### config.mk
export PLATFORM = sky130hd
export DESIGN_NAME = perf_counter_uart_dump
export DESIGN_NICKNAME = d
export VERILOG_FILES = /design/src/rtl/perf_counter_uart_dump_pkg.sv /design/src/rtl/perf_counter_uart_dump_uart_tx.sv /design/src/rtl/perf_counter_uart_dump.sv
export SDC_FILE = /design/constraint.sdc
export NUM_CORES = 1
export LEC_CHECK = 0
export CAP_MARGIN = 20
export CORE_MARGIN = 3
export CORE_UTILIZATION = 60
export DETAILED_ROUTE_END_ITERATION = 10
export PLACE_DENSITY = 0.75
export RECOVER_POWER = 50
export SYNTH_ARGS = -nofsm -noshare
export SYNTH_HDL_FRONTEND = slang
export SYNTH_HIERARCHICAL = 1
export SYNTH_SLANG_ARGS = --single-unit
### constraint.sdc
create_clock -name clk -period 10.3 [get_ports clk]
set_clock_uncertainty 0.1 [all_clocks]
set_input_delay 2.06 -clock clk [delete_from_list [all_inputs] [get_ports clk]]
set_output_delay 2.06 -clock clk [all_outputs]
set_load 0.05 [all_outputs]
### src/rtl/perf_counter_uart_dump_pkg.sv
// Shared definitions for the cache performance counter dump block.
//   PERF_HDR_BYTE : default first byte of every dump frame
//   dump_state_e  : dump sequencer states (IDLE/LOAD/SEND/WAIT/FIN)
//   tx_state_e    : UART byte transmitter states (IDLE/START/DATA/STOP)
//   frame_len()   : number of bytes in one dump frame
package perf_pkg;

  localparam logic [7:0] PERF_HDR_BYTE = 8'hA5;

  typedef enum logic [2:0] {
    DUMP_IDLE,
    DUMP_LOAD,
    DUMP_SEND,
    DUMP_WAIT,
    DUMP_FIN
  } dump_state_e;

  typedef enum logic [1:0] {
    TX_IDLE,
    TX_START,
    TX_DATA,
    TX_STOP
  } tx_state_e;

  // Header byte, CNT_W/8 bytes per channel, optional trailing checksum byte.
  function automatic int unsigned frame_len(input int unsigned n_ev,
                                            input int unsigned cnt_w,
                                            input bit          csum_en);
    return 32'd1 + n_ev * (cnt_w / 32'd8) + 32'(csum_en);
  endfunction

endpackage

### src/rtl/perf_counter_uart_dump_uart_tx.sv
// uart_tx_byte: 8N1 serialiser for a single byte.
//   clk, rstn : clock (rising edge), asynchronous active-low reset
//   start     : request to send byte_i; taken in IDLE, or on the final clock of
//               STOP so consecutive bytes run back-to-back with no idle bit
//   byte_i    : byte to send, LSB first
//   tx        : serial line, idles high, forced high by reset
//   busy      : transmitter is not idle
//   tx_done   : high on the final clock of the stop bit
// Parameter CLKS_PER_BIT (>= 2): clocks per bit.
module uart_tx_byte
  import perf_pkg::*;
#(
  parameter int CLKS_PER_BIT = 868
) (
  input  logic       clk,
  input  logic       rstn,
  input  logic       start,
  input  logic [7:0] byte_i,
  output logic       tx,
  output logic       busy,
  output logic       tx_done
);

  localparam int            CW       = (CLKS_PER_BIT > 1) ? $clog2(CLKS_PER_BIT) : 1;
  localparam logic [CW-1:0] BIT_LAST = CW'(CLKS_PER_BIT - 1);

  tx_state_e   state;
  logic [CW-1:0] clk_cnt;
  logic [2:0]  bit_idx;
  logic [7:0]  shreg;
  logic        bit_end;

  assign bit_end = (clk_cnt == BIT_LAST);
  assign busy    = (state != TX_IDLE);
  assign tx_done = (state == TX_STOP) && bit_end;

  always_ff @(posedge clk or negedge rstn) begin
    if (!rstn) begin
      state   <= TX_IDLE;
      clk_cnt <= '0;
      bit_idx <= '0;
      shreg   <= '0;
      tx      <= 1'b1;
    end else begin
      case (state)
        TX_IDLE: begin
          tx      <= 1'b1;
          clk_cnt <= '0;
          if (start) begin
            shreg <= byte_i;
            tx    <= 1'b0;
            state <= TX_START;
          end
        end
        TX_START: begin
          if (bit_end) begin
            clk_cnt <= '0;
            tx      <= shreg[0];
            shreg   <= {1'b0, shreg[7:1]};
            bit_idx <= '0;
            state   <= TX_DATA;
          end else begin
            clk_cnt <= clk_cnt + CW'(1);
          end
        end
        TX_DATA: begin
          if (bit_end) begin
            clk_cnt <= '0;
            if (bit_idx == 3'd7) begin
              tx    <= 1'b1;
              state <= TX_STOP;
            end else begin
              tx      <= shreg[0];
              shreg   <= {1'b0, shreg[7:1]};
              bit_idx <= bit_idx + 3'd1;
            end
          end else begin
            clk_cnt <= clk_cnt + CW'(1);
          end
        end
        TX_STOP: begin
          if (bit_end) begin
            clk_cnt <= '0;
            // Chain straight into the next start bit when one is waiting.
            if (start) begin
              shreg <= byte_i;
              tx    <= 1'b0;
              state <= TX_START;
            end else begin
              state <= TX_IDLE;
            end
          end else begin
            clk_cnt <= clk_cnt + CW'(1);
          end
        end
        default: state <= TX_IDLE;
      endcase
    end
  end

endmodule

### src/rtl/perf_counter_uart_dump.sv
// perf_counter_uart_dump: saturating cache event counter bank with a UART dump.
// A rising edge on cpu_done (accepted only while idle) snapshots every counter
// and sends one 8N1 frame: HDR_BYTE, then each snapshot MSB byte first.
//   clk, rstn : clock (rising edge), asynchronous active-low reset
//   event_i   : per-channel event strobes, counted every clock they are high
//   cpu_done  : level; its rising edge requests a dump
//   cnt_clr   : synchronous clear of the live counters (wins over increments)
//   tx_data   : UART line, idles high
//   dump_busy : high from the accepted request until the last stop bit ends
//   dump_done : one-clock pulse after the last stop bit
// Optional build macro PERF_CSUM_EN appends one byte: XOR of all bytes after
// the header.
module perf_counter_uart_dump
  import perf_pkg::*;
#(
  parameter int         N_EV         = 8,
  parameter int         CNT_W        = 32,
  parameter int         CLKS_PER_BIT = 868,
  parameter logic [7:0] HDR_BYTE     = PERF_HDR_BYTE
) (
  input  logic            clk,
  input  logic            rstn,
  input  logic [N_EV-1:0] event_i,
  input  logic            cpu_done,
  input  logic            cnt_clr,
  output logic            tx_data,
  output logic            dump_busy,
  output logic            dump_done
);

  localparam int BPC = CNT_W / 8;
`ifdef PERF_CSUM_EN
  localparam bit CSUM_EN = 1'b1;
`else
  localparam bit CSUM_EN = 1'b0;
`endif
  localparam int                FRAME_LEN = int'(frame_len(N_EV, CNT_W, CSUM_EN));
  localparam int                IDX_W     = $clog2(FRAME_LEN + 1);
  localparam logic [IDX_W-1:0]  LAST_IDX  = IDX_W'(FRAME_LEN - 1);

  logic [CNT_W-1:0] cnt  [N_EV];
  logic [CNT_W-1:0] snap [N_EV];
  logic             cpu_done_q;
  logic             done_rise;

  dump_state_e      dstate;
  logic [IDX_W-1:0] byte_idx;
  logic [IDX_W-1:0] sel;
  logic             last_byte;
  logic [7:0]       frame_bytes [2**IDX_W];
  logic             tx_start;
  logic             tx_busy;
  logic             tx_done;

  assign done_rise = cpu_done & ~cpu_done_q;

  // Live counters: clear has priority, otherwise saturating increment.
  always_ff @(posedge clk or negedge rstn) begin
    if (!rstn) begin
      for (int k = 0; k < N_EV; k++) cnt[k] <= '0;
    end else if (cnt_clr) begin
      for (int k = 0; k < N_EV; k++) cnt[k] <= '0;
    end else begin
      for (int k = 0; k < N_EV; k++) begin
        if (event_i[k] && (cnt[k] != '1)) cnt[k] <= cnt[k] + CNT_W'(1);
      end
    end
  end

  always_ff @(posedge clk or negedge rstn) begin
    if (!rstn) cpu_done_q <= 1'b0;
    else       cpu_done_q <= cpu_done;
  end

  // Frame image built from the snapshot; unused tail entries read as zero.
  always_comb begin
`ifdef PERF_CSUM_EN
    logic [7:0] csum;
    csum = '0;
`endif
    for (int i = 0; i < 2**IDX_W; i++) frame_bytes[i] = '0;
    frame_bytes[0] = HDR_BYTE;
    for (int k = 0; k < N_EV; k++) begin
      for (int b = 0; b < BPC; b++) begin
        frame_bytes[1 + k*BPC + b] = snap[k][CNT_W-1-8*b -: 8];
`ifdef PERF_CSUM_EN
        csum = csum ^ snap[k][CNT_W-1-8*b -: 8];
`endif
      end
    end
`ifdef PERF_CSUM_EN
    frame_bytes[FRAME_LEN-1] = csum;
`endif
  end

  // While waiting, the mux already points at the next byte so it can be handed
  // over on the transmitter's final stop-bit clock.
  assign last_byte = (byte_idx == LAST_IDX);
  assign sel       = (dstate == DUMP_WAIT) ? byte_idx + IDX_W'(1) : byte_idx;
  assign tx_start  = ((dstate == DUMP_SEND) && !tx_busy) ||
                     ((dstate == DUMP_WAIT) && tx_done && !last_byte);

  always_ff @(posedge clk or negedge rstn) begin
    if (!rstn) begin
      dstate    <= DUMP_IDLE;
      byte_idx  <= '0;
      dump_busy <= 1'b0;
      dump_done <= 1'b0;
      for (int k = 0; k < N_EV; k++) snap[k] <= '0;
    end else begin
      case (dstate)
        DUMP_IDLE: begin
          if (done_rise) begin
            for (int k = 0; k < N_EV; k++) snap[k] <= cnt[k];
            byte_idx  <= '0;
            dump_busy <= 1'b1;
            dstate    <= DUMP_LOAD;
          end
        end
        DUMP_LOAD: dstate <= DUMP_SEND;
        // First byte starts here; later bytes were already chained from STOP.
        DUMP_SEND: dstate <= DUMP_WAIT;
        DUMP_WAIT: begin
          if (tx_done) begin
            if (last_byte) begin
              dump_busy <= 1'b0;
              dump_done <= 1'b1;
              dstate    <= DUMP_FIN;
            end else begin
              byte_idx <= byte_idx + IDX_W'(1);
              dstate   <= DUMP_SEND;
            end
          end
        end
        DUMP_FIN: begin
          dump_done <= 1'b0;
          dstate    <= DUMP_IDLE;
        end
        default: dstate <= DUMP_IDLE;
      endcase
    end
  end

  uart_tx_byte #(
    .CLKS_PER_BIT(CLKS_PER_BIT)
  ) u_tx (
    .clk    (clk),
    .rstn   (rstn),
    .start  (tx_start),
    .byte_i (frame_bytes[sel]),
    .tx     (tx_data),
    .busy   (tx_busy),
    .tx_done(tx_done)
  );

endmodule

# --- Yosys cells after proc, flatten, opt, wreduce, memory -nomap -nowiden ---
# Cells that the tools add are included.
totals:
  register_bits: 548
  output_inout_bits: 3
  word_cells: 163
classes:
  addsub: 11
  magnitude_cmp: 1
  n_eq_ne: 29
  muxes: 54
  n_bitwise: 3
  reduce_logical: 39
ops:
  columns: ["op", "count"]
  rows:
  - ["$add 32x1->32 const B", 8]
  - ["$mux 256", 1]
  - ["$mux 32", 8]
  - ["$ne 32x32->1 const B", 8]
  - ["$mux 8", 7]
  - ["$bmux 8 s6", 1]
  - ["$pmux 8 s4", 1]
  - ["$mux 6", 4]
  - ["$reduce_bool 2->1", 12]
  - ["$pmux 10 s2", 1]
  - ["$reduce_and 4->1", 5]
  - ["$mux 3", 6]
  - ["$ne 2x2->1 const B", 7]
  - ["$logic_and 1x1->1", 12]
  - ["$mux 1", 12]
  - ["$pmux 3 s4", 1]
  - ["$pmux 6 s2", 1]
  - ["$add 10x1->10 const B", 1]
  - ["$eq 10x10->1 const B", 1]
  - ["$mux 10", 1]
  - ["$mux 2", 5]
  - ["$ne 2x1->1 const B", 4]
  - ["$pmux 2 s4", 1]
  - ["$ge 7x7->1 const B", 1]
  - ["other kinds (22)", 28]

# --- Longest topological paths before layout ---
logic_depth:
  depth_word: 9
  depth_mapped: 15
  depth_no_buf: 11

# --- Hierarchy ---
# Netlist, hierarchy kept.
modules_own_cells:
  columns: ["mod", "n_inst", "cells_each", "area_each_um2"]
  rows:
  - ["perf_counter_uart_dump", 1, 2438, 26128.8]
  - ["uart_tx_byte", 1, 122, 1350.0]

# --- Worst setup path after synthesis ---
# Ideal clock, no wire load.
synth_path:
  path_kind: "input -> register"
  start: "input port cpu_done"
  end: "register snap, in the netlist frame_bytes[500]"
  arrival_ns: 3.434
  required_time_ns: 10.075
  path_slack_ns: 6.641
  stages: 5
  path_buffers: 2
  cell_sequence: "nand2b_1 > nor4_2 > clkbuf_1 > clkbuf_1 > mux2_2"
synth_between:
  elab_chain_len: 2
synth_lines:
  columns: ["item", "line_no", "rtl"]
  rows:
  - ["from (decl)", "perf_counter_uart_dump.sv:24", "input logic cpu_done,"]
  - ["$and 1x1->1", "perf_counter_uart_dump.sv:55", "assign done_rise = cpu_done & ~cpu_done_q;"]
  - ["$reduce_and 2->1 (no source line)", null, null]
  - ["to (decl)", "perf_counter_uart_dump.sv:42", "logic [CNT_W-1:0] snap [N_EV];"]
# No other way between the ends.
# A chain may end at the register's enable or synchronous reset.

==> run summary <==
## STA
• 0 — Final Hold Vio Count
• 63.2% — Tcrit/Tclk final
• -201% — worst rel slew slack
• 448 — count of final max-slew check failures
• 0 ns — post-route setup TNS
• 6.51 ns — Final Critical Period
• 0.153 GHz — highest clock rate
• no — setup repair after global routing missed its margin
• 0 — number of endpoints failing setup at the final stage
• 3.79 ns — worst path setup slack after routing
• 4.52 ns — slew at the pin closest to its max-slew limit

## Clocking
• 0 — # Post-CTS Setup Buffers
• 0 — Resize count post-CTS
• 57 — clock buffers created by TritonCTS
• done — clock tree from TritonCTS
• 0.60 ns — worst-skew pair later-pin latency
• 2 — depth of the CTS H-tree
• 0.06 ns — CTS clk-pin slew, worst paths
• clkbuf_16 — root buf cell
• 548 — number of clock sinks seen by CTS
• 0 — hold_buf cts
• 3 — largest buffer count on any clock path

## Placed design
• 42,500 µm — HPWL after DPL
• 5.54 ns — worst slack after detailed placement
• 28,000 µm² — cell area reported after detailed placement
• 14 — total of buffers placed on input and output ports
• 0.870 — placer congestion estimate

## Power
• 4.62 mW — power consumption
• 12.9 nW — leakage power
• 0.141 mV — worst voltage drop across the vdd grid
• 155 nW/µm² — power density normalized to cell area

## Floorplan
• 15 — count of boundary I/O pins
• 61.5% — effective utilization at floorplan
• 220 µm — die extent in y
• 44,700 µm² — area inside the core boundary
• 77 — # rows
• 220 µm — die width
• 48,400 µm² — overall die area

## Synthesis
• 548 — post-synthesis sequential element count
• 79 — post-synth cell types
• 100% — async set-or-reset flop fraction in the synthesized netlist
• 6 — warning count from the yosys run
• 10.7 µm² — mean post-synth cell area
• 49.9% — sequential area share after synthesis
• 2,560 — Gate Count Post-Synth
• 27,500 µm² — cell area after technology mapping
• dfrtp_1 — most frequently used flop master after synthesis
• 0 — number of enable-type register cells in the synthesized netlist
• 2,591 — syn nets

## Global route
• 0 — total overflow reported by the global router
• 185 — largest net degree at the start of global routing
• 0 — initial antenna violation count
• met2 — GRT busiest layer
• 39.3% — met1 track demand over resource in global routing
• 106,000 µm — first-pass GRT wire length
• 27.3% — total track usage
• 44.6% — GRT met2 Usage
• 2.94% — routing usage on met3
• 19,600 — via count of the first global-routing pass

## Route
• 0 — DRC errors left
• 64,600 µm — total detailed-routing wirelength
• 0 — antenna violation net count after detailed routing
• 6 — number of detailed-route iterations in the first pass
• 19,800 — via count of the routed design
• 20.6 µm — wire per inst
• 6.31 — average via count per standard cell
• 2,165 — DR iter-0 viols

## Critical path
• u_tx/shreg[5] — end of the worst register-to-register path
• 5.44 ns — setup slack, reg-to-reg
• primary input — element type at the critical path start
• cnt[196] — crit path capture
• 3.15 ns — maximum cell stage delay along the critical path
• rstn — launch point of the worst path
• async pin — type of destination of the critical path
• 6.05 ns — arrival time worst endpoint
• buffers and inverters — Top delay family on crit path
• 2 — cell depth of the worst setup path
• 184 — maximum fanout count along the critical path
• 9.83 ns — required time at the worst-slack endpoint
• 12 — cell count of the worst reg-to-reg path
• 2 — number of buffers and inverters on the critical path
• buf_8 -> clkbuf_2 — cell breakdown of the critical path
• clkbuf_2 — Crit-path slowest cell
• dstate[1] — reg-to-reg startpoint
• primary input to async pin — kind of critical path

## Layout
• 13,100 µm² — total area of multi-input combinational cells
• 3,308 — number of filler cells placed in the layout
• 66.7% — final core area utilization
• dfrtp_1 — most common library cell in the layout ignoring fill and taps
• 0 — total inserted antenna cells
• 13,700 µm² — total area of sequential cells
• 547 x dfrtp_1, 276 x nor2_1, 252 x mux2_2, 191 x nand2_1, 127 x nand3_1 — top library cells by usage in the layout, fill and taps aside
• 2,546 — number of nets in the layout
• 15.8% — layout cell share with drive strength beyond 1
• 8.56% — P&R area growth vs syn
• 29,800 µm² — final non-filler cell area

## Flow run
• 3 — number of maximum-capacitance constraint violations

## Run status
• finished, violations left — result of the run
• capacitance limit, slew limit — violations in the final reports

## Min path
• flip-flop to flip-flop — worst min path class

==> synthesized netlist by cell type, drive strengths merged, types with 56 or more instances <==
library cell,number,area [µm²]
and3,59,369
buf,56,308
clkbuf,81,304
dfrtp,547,13700
mux2,279,3140
mux2i,59,591
nand2,193,729
nand3,127,641
nand4,96,613
nor2,279,1050
nor3,78,405
xnor2,125,1090
xor2,105,920
==> flip-flops by register name, indices dropped and copies added, names as in the netlist <==
| name | cells |
|---|---|
| cnt | 256 |
| frame_bytes | 256 |
| u_tx/clk_cnt | 10 |
| u_tx/shreg | 8 |
| byte_idx | 6 |
| dstate | 3 |
| u_tx/bit_idx | 3 |
| u_tx/state | 2 |
| cpu_done_q | 1 |
| dump_busy | 1 |
| dump_done | 1 |
| u_tx/tx | 1 |
==> logic make-up (layout without fill, tap and decap cells) <==
| family | count (synthesis) | after routing | synth area share, % |
|---|---|---|---|
| and+or+nand+nor | 1008 | 1008 | 18.8 |
| DFF | 548 | 548 | 49.9 |
| muxes | 349 | 349 | 14.5 |
| AOI/OAI and AO/OA | 235 | 235 | 5.88 |
| xor gates and xnor gates | 230 | 230 | 7.33 |
| buffers and inverters | 171 | 162 | 2.69 |
| adders and majority gates | 19 | 19 | 0.865 |
==> where the power goes <==
| part | internal, mW | total [mW] | switching, mW |
|---|---|---|---|
| combinational | 0.113 | 0.322 | 0.208 |
| sequential | 2.19 | 2.23 | 0.0334 |
| clock | 1.24 | 2.07 | 0.833 |
| total | 3.54 | 4.62 | 1.07 |
==> worst min path at each step <==
stage,startpoint,to,slack (ns),depth (start not counted)
after global routing,u_tx/clk_cnt[0],u_tx/clk_cnt[0],0.40,1
after CTS,u_tx/clk_cnt[0],u_tx/clk_cnt[0],0.38,1
final,u_tx/clk_cnt[0],u_tx/clk_cnt[0],0.39,1
after floorplan,u_tx/clk_cnt[0],u_tx/clk_cnt[0],0.35,1
after global placement,u_tx/clk_cnt[0],u_tx/clk_cnt[0],0.36,1
after detailed placement,u_tx/clk_cnt[0],u_tx/clk_cnt[0],0.38,1
==> cell type report <==
type	instances	share of cell area (%)
clock buffers	82	5.60
clock inverters	13	0.663
inverters	34	0.428
multi-input cells	1841	43.8
flip-flops and latches	548	46.0
well taps	592	2.48
repair buffers	33	1.04
==> layer usage <==
layer	wire length [µm]	vias up
li1	-	9064
met1	28200	10100
met2	31500	604
met3	3400	106
met4	1480	0
met5	0	-
==> metrics by stage <==
step	cells	hold WS [ns]
after floorplan	2560	0.348
after global placement	3046	0.364
after detailed placement	3046	0.376
after CTS	3141	0.384
after global routing	3143	0.403
final	3143	0.386
Note: power is estimated with default switching activity, not from simulation.
